$ cat src/rtl/mem_arbiter.sv
// Memory-side responder: arbitrates fetch and data ports onto one fixed-latency memory, data first.
// A miss stalls its port for MEM_LAT+1 cycles; results wait in per-port buffers until the pipeline advances.
module mem_arbiter #(
  parameter int MEM_LAT = 4,
  parameter int ADDR_W  = 16,
  parameter int DATA_W  = 16
) (
  input  logic              clk,
  input  logic              rst,
  input  logic              i_re,
  input  logic [ADDR_W-1:0] i_addr,
  output logic [DATA_W-1:0] i_rd_data,
  output logic              i_rdy,
  input  logic              d_re,
  input  logic              d_we,
  input  logic [ADDR_W-1:0] d_addr,
  input  logic [DATA_W-1:0] d_wdata,
  output logic [DATA_W-1:0] d_rd_data,
  output logic              d_rdy,
  output logic              mem_re,
  output logic              mem_we,
  output logic [ADDR_W-1:0] mem_addr,
  output logic [DATA_W-1:0] mem_wdata,
  input  logic [DATA_W-1:0] mem_rdata
);
  localparam int CNT_W = (MEM_LAT > 1) ? $clog2(MEM_LAT) : 1;
  localparam logic [CNT_W-1:0] CNT_LAST = CNT_W'(MEM_LAT - 1);

  typedef enum logic [1:0] {IDLE, D_BUSY, I_BUSY} state_t;

  state_t            state_q, state_d;
  logic [CNT_W-1:0]  cnt_q, cnt_d;
  logic              mem_re_q, mem_re_d;
  logic              mem_we_q, mem_we_d;
  logic [ADDR_W-1:0] mem_addr_q, mem_addr_d;
  logic [DATA_W-1:0] mem_wdata_q, mem_wdata_d;

  logic              ibuf_vld_q, ibuf_vld_d;
  logic [ADDR_W-1:0] ibuf_addr_q, ibuf_addr_d;
  logic [DATA_W-1:0] ibuf_dat_q, ibuf_dat_d;
  logic              dbuf_vld_q, dbuf_vld_d;
  logic              dbuf_wr_q, dbuf_wr_d;
  logic [ADDR_W-1:0] dbuf_addr_q, dbuf_addr_d;
  logic [DATA_W-1:0] dbuf_dat_q, dbuf_dat_d;

  logic i_match, d_match, i_pend, d_pend, advance;

  always_comb begin
    i_match = ibuf_vld_q && (ibuf_addr_q == i_addr);
    d_match = dbuf_vld_q && (dbuf_addr_q == d_addr) && (dbuf_wr_q == d_we);
    i_pend  = i_re && !i_match;
    d_pend  = (d_re || d_we) && !d_match;
    i_rdy   = rst || !i_re || i_match;
    d_rdy   = rst || !(d_re || d_we) || d_match;
    advance = i_rdy && d_rdy;
  end

  assign i_rd_data = ibuf_dat_q;
  assign d_rd_data = dbuf_dat_q;
  assign mem_re    = mem_re_q;
  assign mem_we    = mem_we_q;
  assign mem_addr  = mem_addr_q;
  assign mem_wdata = mem_wdata_q;

  always_comb begin
    state_d     = state_q;
    cnt_d       = cnt_q;
    mem_re_d    = mem_re_q;
    mem_we_d    = mem_we_q;
    mem_addr_d  = mem_addr_q;
    mem_wdata_d = mem_wdata_q;
    ibuf_vld_d  = ibuf_vld_q;
    ibuf_addr_d = ibuf_addr_q;
    ibuf_dat_d  = ibuf_dat_q;
    dbuf_vld_d  = dbuf_vld_q;
    dbuf_wr_d   = dbuf_wr_q;
    dbuf_addr_d = dbuf_addr_q;
    dbuf_dat_d  = dbuf_dat_q;

    // Consumption first so a same-cycle fill wins.
    if (advance) begin
      ibuf_vld_d = 1'b0;
      dbuf_vld_d = 1'b0;
    end

    case (state_q)
      IDLE: begin
        if (d_pend) begin
          state_d     = D_BUSY;
          mem_addr_d  = d_addr;
          mem_wdata_d = d_wdata;
          mem_we_d    = d_we;
          mem_re_d    = !d_we;
          cnt_d       = CNT_LAST;
        end else if (i_pend) begin
          state_d    = I_BUSY;
          mem_addr_d = i_addr;
          mem_re_d   = 1'b1;
          mem_we_d   = 1'b0;
          cnt_d      = CNT_LAST;
        end
      end
      D_BUSY, I_BUSY: begin
        if (cnt_q == '0) begin
          if (state_q == D_BUSY) begin
            dbuf_vld_d  = 1'b1;
            dbuf_wr_d   = mem_we_q;
            dbuf_addr_d = mem_addr_q;
            dbuf_dat_d  = mem_we_q ? mem_wdata_q : mem_rdata;
          end else begin
            ibuf_vld_d  = 1'b1;
            ibuf_addr_d = mem_addr_q;
            ibuf_dat_d  = mem_rdata;
          end
          mem_re_d = 1'b0;
          mem_we_d = 1'b0;
          state_d  = IDLE;
        end else begin
          cnt_d = cnt_q - 1'b1;
        end
      end
      default: state_d = IDLE;
    endcase
  end

  always_ff @(posedge clk) begin
    if (rst) begin
      state_q     <= IDLE;
      cnt_q       <= '0;
      mem_re_q    <= 1'b0;
      mem_we_q    <= 1'b0;
      mem_addr_q  <= '0;
      mem_wdata_q <= '0;
      ibuf_vld_q  <= 1'b0;
      dbuf_vld_q  <= 1'b0;
    end else begin
      state_q     <= state_d;
      cnt_q       <= cnt_d;
      mem_re_q    <= mem_re_d;
      mem_we_q    <= mem_we_d;
      mem_addr_q  <= mem_addr_d;
      mem_wdata_q <= mem_wdata_d;
      ibuf_vld_q  <= ibuf_vld_d;
      dbuf_vld_q  <= dbuf_vld_d;
    end
  end

  // Buffer payloads are qualified by their valid bits, so they carry no reset.
  always_ff @(posedge clk) begin
    if (!rst) begin
      ibuf_addr_q <= ibuf_addr_d;
      ibuf_dat_q  <= ibuf_dat_d;
      dbuf_wr_q   <= dbuf_wr_d;
      dbuf_addr_q <= dbuf_addr_d;
      dbuf_dat_q  <= dbuf_dat_d;
    end
  end

endmodule

$ cat config.mk
export PLATFORM = sky130hd
export DESIGN_NAME = mem_arbiter
export DESIGN_NICKNAME = d
export VERILOG_FILES = /design/src/rtl/mem_arbiter.sv
export SDC_FILE = /design/constraint.sdc
export NUM_CORES = 1
export LEC_CHECK = 0
export ABC_AREA = 1
export BUFFER_PORTS_ARGS = -buffer_cell sky130_fd_sc_hd__buf_2
export CORE_ASPECT_RATIO = 0.5
export CORE_UTILIZATION = 48
export CTS_BUF_LIST = sky130_fd_sc_hd__clkbuf_2 sky130_fd_sc_hd__clkbuf_4 sky130_fd_sc_hd__clkbuf_8
export CTS_CLUSTER_DIAMETER = 100
export CTS_CLUSTER_SIZE = 40
export DETAILED_ROUTE_END_ITERATION = 12
export GPL_TIMING_DRIVEN = 0
export HOLD_SLACK_MARGIN = 0.12
export PLACE_DENSITY = 0.75
export SETUP_SLACK_MARGIN = 0.3
export SLEW_MARGIN = 20
export SYNTH_ARGS = -nofsm -noshare
export SYNTH_HDL_FRONTEND = slang
export SYNTH_SLANG_ARGS = --single-unit
$ cat constraint.sdc
create_clock -name clk -period 3.55 [get_ports clk]
set_clock_uncertainty 0.2 [all_clocks]
set_input_delay 0.5325 -clock clk [delete_from_list [all_inputs] [get_ports clk]]
set_output_delay 0.5325 -clock clk [all_outputs]
set_load 0.005 [all_outputs]
# ---- Yosys cells after proc, flatten, opt, wreduce, memory -nomap -nowiden
# Index checks and enable logic that the tools add are counted.
# Widths: inputs -> output; s select.
dict set report totals {
  out_inout_bits 68
  ff_bits 105
  rom_bits 0
  elab_cells 78
  inputBits 69
  n_memories 0
  latch_bits 0
  ramBits 0
}
dict set report op_classes {
  n_addsub 1
  mux 26
  div 0
  mul 0
  n_bitwise 2
  magnitude_cmp 0
  n_eq_ne 8
  n_shift 0
  reduce_logical 28
}
# op n
set ops {}
lappend ops {{$mux 16} 3}
lappend ops {{$eq 16x16->1} 2}
lappend ops {{$mux 1} 13}
lappend ops {{$mux 2} 6}
lappend ops {{$pmux 2 s2} 2}
lappend ops {{$reduce_and 4->1} 2}
lappend ops {{$logic_and 1x1->1} 6}
lappend ops {{$reduce_and 2->1} 3}
lappend ops {{$reduce_and 3->1} 2}
lappend ops {{$logic_not 1->1} 5}
lappend ops {{$logic_or 1x1->1} 5}
lappend ops {{$logic_not 2->1} 2}
lappend ops {{$ne 2x2->1 const B} 2}
lappend ops {{$pmux 1 s2} 2}
lappend ops {{$reduce_bool 2->1} 2}
lappend ops {{$ne 3x3->1 const B} 1}
lappend ops {{$eq 2x1->1 const B} 1}
lappend ops {{$eq 2x2->1 const B} 1}
lappend ops {{$not 1->1} 2}
lappend ops {{$reduce_or 2->1} 1}
lappend ops {{$sub 2x1->2 const B} 1}
lappend ops {{$eq 1x1->1} 1}

# ---- Longest topological paths before layout
dict set report depth {
  ltp_word 9
  mapped_depth 14
  mapped_depth_nobuf 13
}

# ---- Worst setup path after synthesis
# No wires, ideal clock.
dict set report synth_timing {
  path_type {reg2reg}
  start {register state_q[0]}
  end {register ibuf_dat_q[0] (netlist: i_rd_data[0]), enable pin}
  period_less_slack_ns 3.701
  path_buffers 0
  slack_ns -0.151
  required_ns 2.886
  path_stages_with_launch 5
  t_arrival_ns 3.038
  setup_time_ns 0.464
  cell_sequence {dfxtp_1 inv_1 ha_1 nand2_1 nor3_1}
}
dict set report synth_via {
  elab_chain_len 3
  elab_cells_between_ends 5
  classes_between {2 x eq/ne; 1 x bitwise; 2 x reduce/logical}
}
# element line_no
set synth_lines {}
lappend synth_lines {{start, declared} 31} ;# state_t state_q, state_d;
lappend synth_lines {{start signal, assigned} 137} ;# state_q <= state_d;
lappend synth_lines {{$eq 2x1->1 / $eq 2x2->1 (equally long branches)} {86, 105}}
lappend synth_lines {{$reduce_or 2->1 / $not 1->1 (equally long branches)} n/a}
lappend synth_lines {{$reduce_and 4->1 (no line) *} n/a}
lappend synth_lines {{end signal, assigned} 152} ;# ibuf_dat_q <= ibuf_dat_d;
lappend synth_lines {{end, declared} 40} ;# logic [DATA_W-1:0] ibuf_dat_q, ibuf_dat_d;
# Mark *: on every way between the ends. The rest lies on a longest branch, timed or not.
# A chain may end at the register's enable or synchronous reset.

# ---- Final worst setup path
dict set report layout_timing {
  start {register dbuf_addr_q[8]}
  end {output d_rdy}
}
dict set report layout_via {
  elab_chain_len 4
}
# element line_no
set layout_lines {}
lappend layout_lines {{start, declared} 43} ;# logic [ADDR_W-1:0] dbuf_addr_q, dbuf_addr_d;
lappend layout_lines {{start signal, assigned} 154} ;# dbuf_addr_q <= dbuf_addr_d;
lappend layout_lines {{$eq 16x16->1} 50} ;# d_match = dbuf_vld_q && (dbuf_addr_q == d_addr) && (dbuf_wr_q == d_we);
lappend layout_lines {{$logic_and 1x1->1 (2 in series)} 50}
lappend layout_lines {{$logic_or 1x1->1} 54} ;# d_rdy = rst || !(d_re || d_we) || d_match;
lappend layout_lines {{end, declared} 19} ;# output logic d_rdy,
# Every way passes these cells.

==> metrics.csv <==
stage,metric,value,unit
sta,Setup-failing EPs final,0,
global_route,initial antenna violation count,0,
die,Ports,137,
clock_tree,number of buffers created by CTS,9,
critical_path,CP max stage delay,400,ps
sta,relative slew slack,49.8,%
clock_tree,CTS clock-pin slew for the worst setup and hold paths,110,ps
synthesis,Mapped Area,4720,um2
synthesis,Netlist cell types,25,
route,# DRC,2,
global_route,GR Overflow Total,0,
synthesis,number of flops mapped to enable cells by yosys,65,
critical_path,Critical Path RT,2820,ps
route,routed via count,3906,
run_status,status,"complete, but fails checks",
placement,HPWL after DPL,8.37,mm
synthesis,synth top area cells,"edfxtp_1, dfxtp_1, nand2_1, inv_1, nor2_1",
die,# rows,25,
synthesis,post-synth top area cell,edfxtp_1,
sta,f_max,358,MHz
route,Top Metal Used,met4,
sta,Tmin final,2800,ps
cells_and_area,Fillers,844,
critical_path,"CP delay by family, top",simple AND/OR/NAND/NOR gates,
cells_and_area,Area Overhead vs Synth,26.0,%
global_route,vias in the first global route,3761,
sta,"Hold Vio Cnt, Final",0,
sta,RSZ-0062 raised after global routing,no,
sta,Final Cycle Share,78.8,%
route,DR WL met3,829,um
worst_hold_path,Hold WC Path Type,in -> reg,
critical_path,worst-path fanout max,10,
clock_tree,Skew-Pair Late Insertion Delay,370,ps
clock_tree,CTS tree,built,
synthesis,Mapped Cells,534,
route,wl on met1,4.94,mm
die,Core ar.,9480,um2
clock_tree,Root Buffer,clkbuf_8,
power_and_ir_drop,PwrDens,724,nW/um2
die,Starting Density,49.8,%
sta,Worst Tran Pin Value,751,ps
critical_path,critical path arrival,2060,ps
global_route,first-pass GRT wire length,17.9,mm
critical_path,Setup crit end kind,output port,
cells_and_area,layout cells sized above 1,27.7,%
sta,Max Slew Vio Count,0,
synthesis,"flops & latches, synth",105,
cells_and_area,final std cells w/o fill,827,
critical_path,WS Path Type,reg -> out,
critical_path,"Top cell by count, worst path",nand2_1,
die,die height,72.1,um
run,maxcap violations,0,
synthesis,"Top FF cell, synth",edfxtp_1,
die,Die Width,142,um
placement,I/O Buffers,136,
cells_and_area,Util after Layout,62.7,%
synthesis,Yosys warning count,0,
route,DR WL met2,5.43,mm
cells_and_area,NumNets Final,760,
power_and_ir_drop,peak supply drop,0.330,mV
global_route,total track usage,23.4,%
critical_path,worst-path cell chain,nand2_1 -> nand2_1 -> nor2_1 -> nand2_1 -> nor2_1 -> nand3_2 -> nand2_4 -> inv_4 -> buf_6 -> nand2_1 -> buf_2,
route,initial drt markers,176,
global_route,largest net degree at the start of global routing,19,
route,drt first pass iters,8,
cells_and_area,antenna diode count,0,
critical_path,Bufs and invs on worst path,3,
route,wire per inst,13.8,um
synthesis,Mapped Nets,607,
route,DRT Wirelength,11.4,mm
clock_tree,H-tree depth,3,
synthesis,mean area per synthesized cell,8.83,um2
placement,placed cell count,808,
route,Via density,4.72,
clock_tree,Bufs on Longest Clock Path,2,
critical_path,CP Launch Type,flop,
run_status,violated checks,design-rule violations,
placement,routability cong.,0.826,
route,Routed Antenna Nets,0,
clock_tree,clock sinks,105,
synthesis,Async SR Flop Fraction,0,%
critical_path,Slowest cell on crit path,edfxtp_1,
synthesis,top cell type's share of synthesized area,41.4,%
power_and_ir_drop,Lkg Pwr,2.82,nW
die,Die ar.,10300,um2
synthesis,post-synthesis sequential area ratio,58.4,%
[logic make-up (layout without fill, tap and decap cells)]
kind of cell	after synthesis	in the layout	synth area share [%]
simple gates	234	234	20.0
buf+inv	108	266	10.0
compound gates	77	77	9.50
fa+ha+maj	4	4	1.06
flops	105	105	58.4
xor+xnor	6	6	1.11
[report_power, final]
part | internal [W] | switching, W | leakage, nW | total, W
combinational | 0.000585 | 0.000911 | 1.75 | 0.00150
sequential | 0.00167 | 0.000159 | 0.927 | 0.00183
clock | 0.000549 | 0.000427 | 0.136 | 0.000977
total | 0.00280 | 0.00150 | 2.82 | 0.00430
[repair_timing]
action	CTS	global route
hold buffers	0	3
gates resized for setup	0	0
endpoints found under the hold margin	0	3
setup buffers	0	0
[area by class of cell]
class	instances	area, um2	share of cell area (%)
Sequential cell	105	2750	46.3
Multi-Input combinational cell	321	1510	25.4
Timing Repair Buffer	142	764	12.9
Inverter	91	344	5.79
Tap cell	135	169	2.84
Clock inverter	7	149	2.51
Buffer	17	128	2.15
Clock buffer	9	124	2.08
[worst paths after layout]
| kind | slack [ps] | start | endpoint | cells past startpoint |
|---|---|---|---|---|
| worst min register to register | 260 | cnt_q[1] | cnt_q[1] | 2 |
| worst min-delay path | 140 | mem_rdata[8] | i_rd_data[8] | 1 |
| worst max-delay path | 750 | dbuf_addr_q[8] | d_rdy | 11 |
| worst max register to register | 1310 | state_q[0] | ibuf_addr_q[6] | 5 |
[routing by layer]
metal	global-route usage, %	vias up
met5	0	-
met1	27.2	1787
met2	41.3	120
li1	-	1980
met4	7.41	0
met3	7.99	19
[worst reg2reg max path, cell delays in order, from the launching register on]
cell and delay (ps):
dfxtp_1 390, inv_1 60, ha_1 330, nand2_1 110, nor3_4 600, buf_8 260
[cells in the mapped netlist, types with 4 or more instances]
cell      count
dfxtp_1      40
a21oi_1      24
nand3_1      10
buf_6         8
a21oi_2      15
nor2_1       75
nand2_1     139
clkbuf_1      8
xnor2_1       6
inv_1        89
o21ai_0      18
o21ai_1      18
edfxtp_1     65
nand2_4       4
ha_1          4
[metrics by stage]
step	worst slack, ps	hold WS [ps]	cell area, um2	power (W)	TNS [ps]
after floorplan	853	233	4720	0.00279	0
after global placement	-227	245	5570	0.00327	-10050
after detailed placement	814	247	5640	0.00335	0
after CTS	731	124	5910	0.00432	0
after global routing	626	123	5940	0.00457	0
final	754	142	5940	0.00430	0
[sequential cells by signal, indices dropped and copies added (netlist names)]
signal,cells
d_rd_data,16
dbuf_addr_q,16
i_rd_data,16
ibuf_addr_q,16
mem_addr,16
mem_wdata,16
cnt_q,2
state_q,2
dbuf_vld_q,1
dbuf_wr_q,1
ibuf_vld_q,1
mem_re,1
mem_we,1
[cells in the final DEF (no fill, tap or decap), drive strengths merged]
master,n
buf,148
nand2,143
inv,94
nor2,76
edfxtp,65
dfxtp,40
a21oi,39
o21ai,36
clkbuf,17
nand3,12
xnor2,6
ha,4
bufinv,4
dlygate4sd3,3
o211ai,1
or2,1
nand4,1
nor3,1
a31o,1
(Power assumes the default switching activity.)
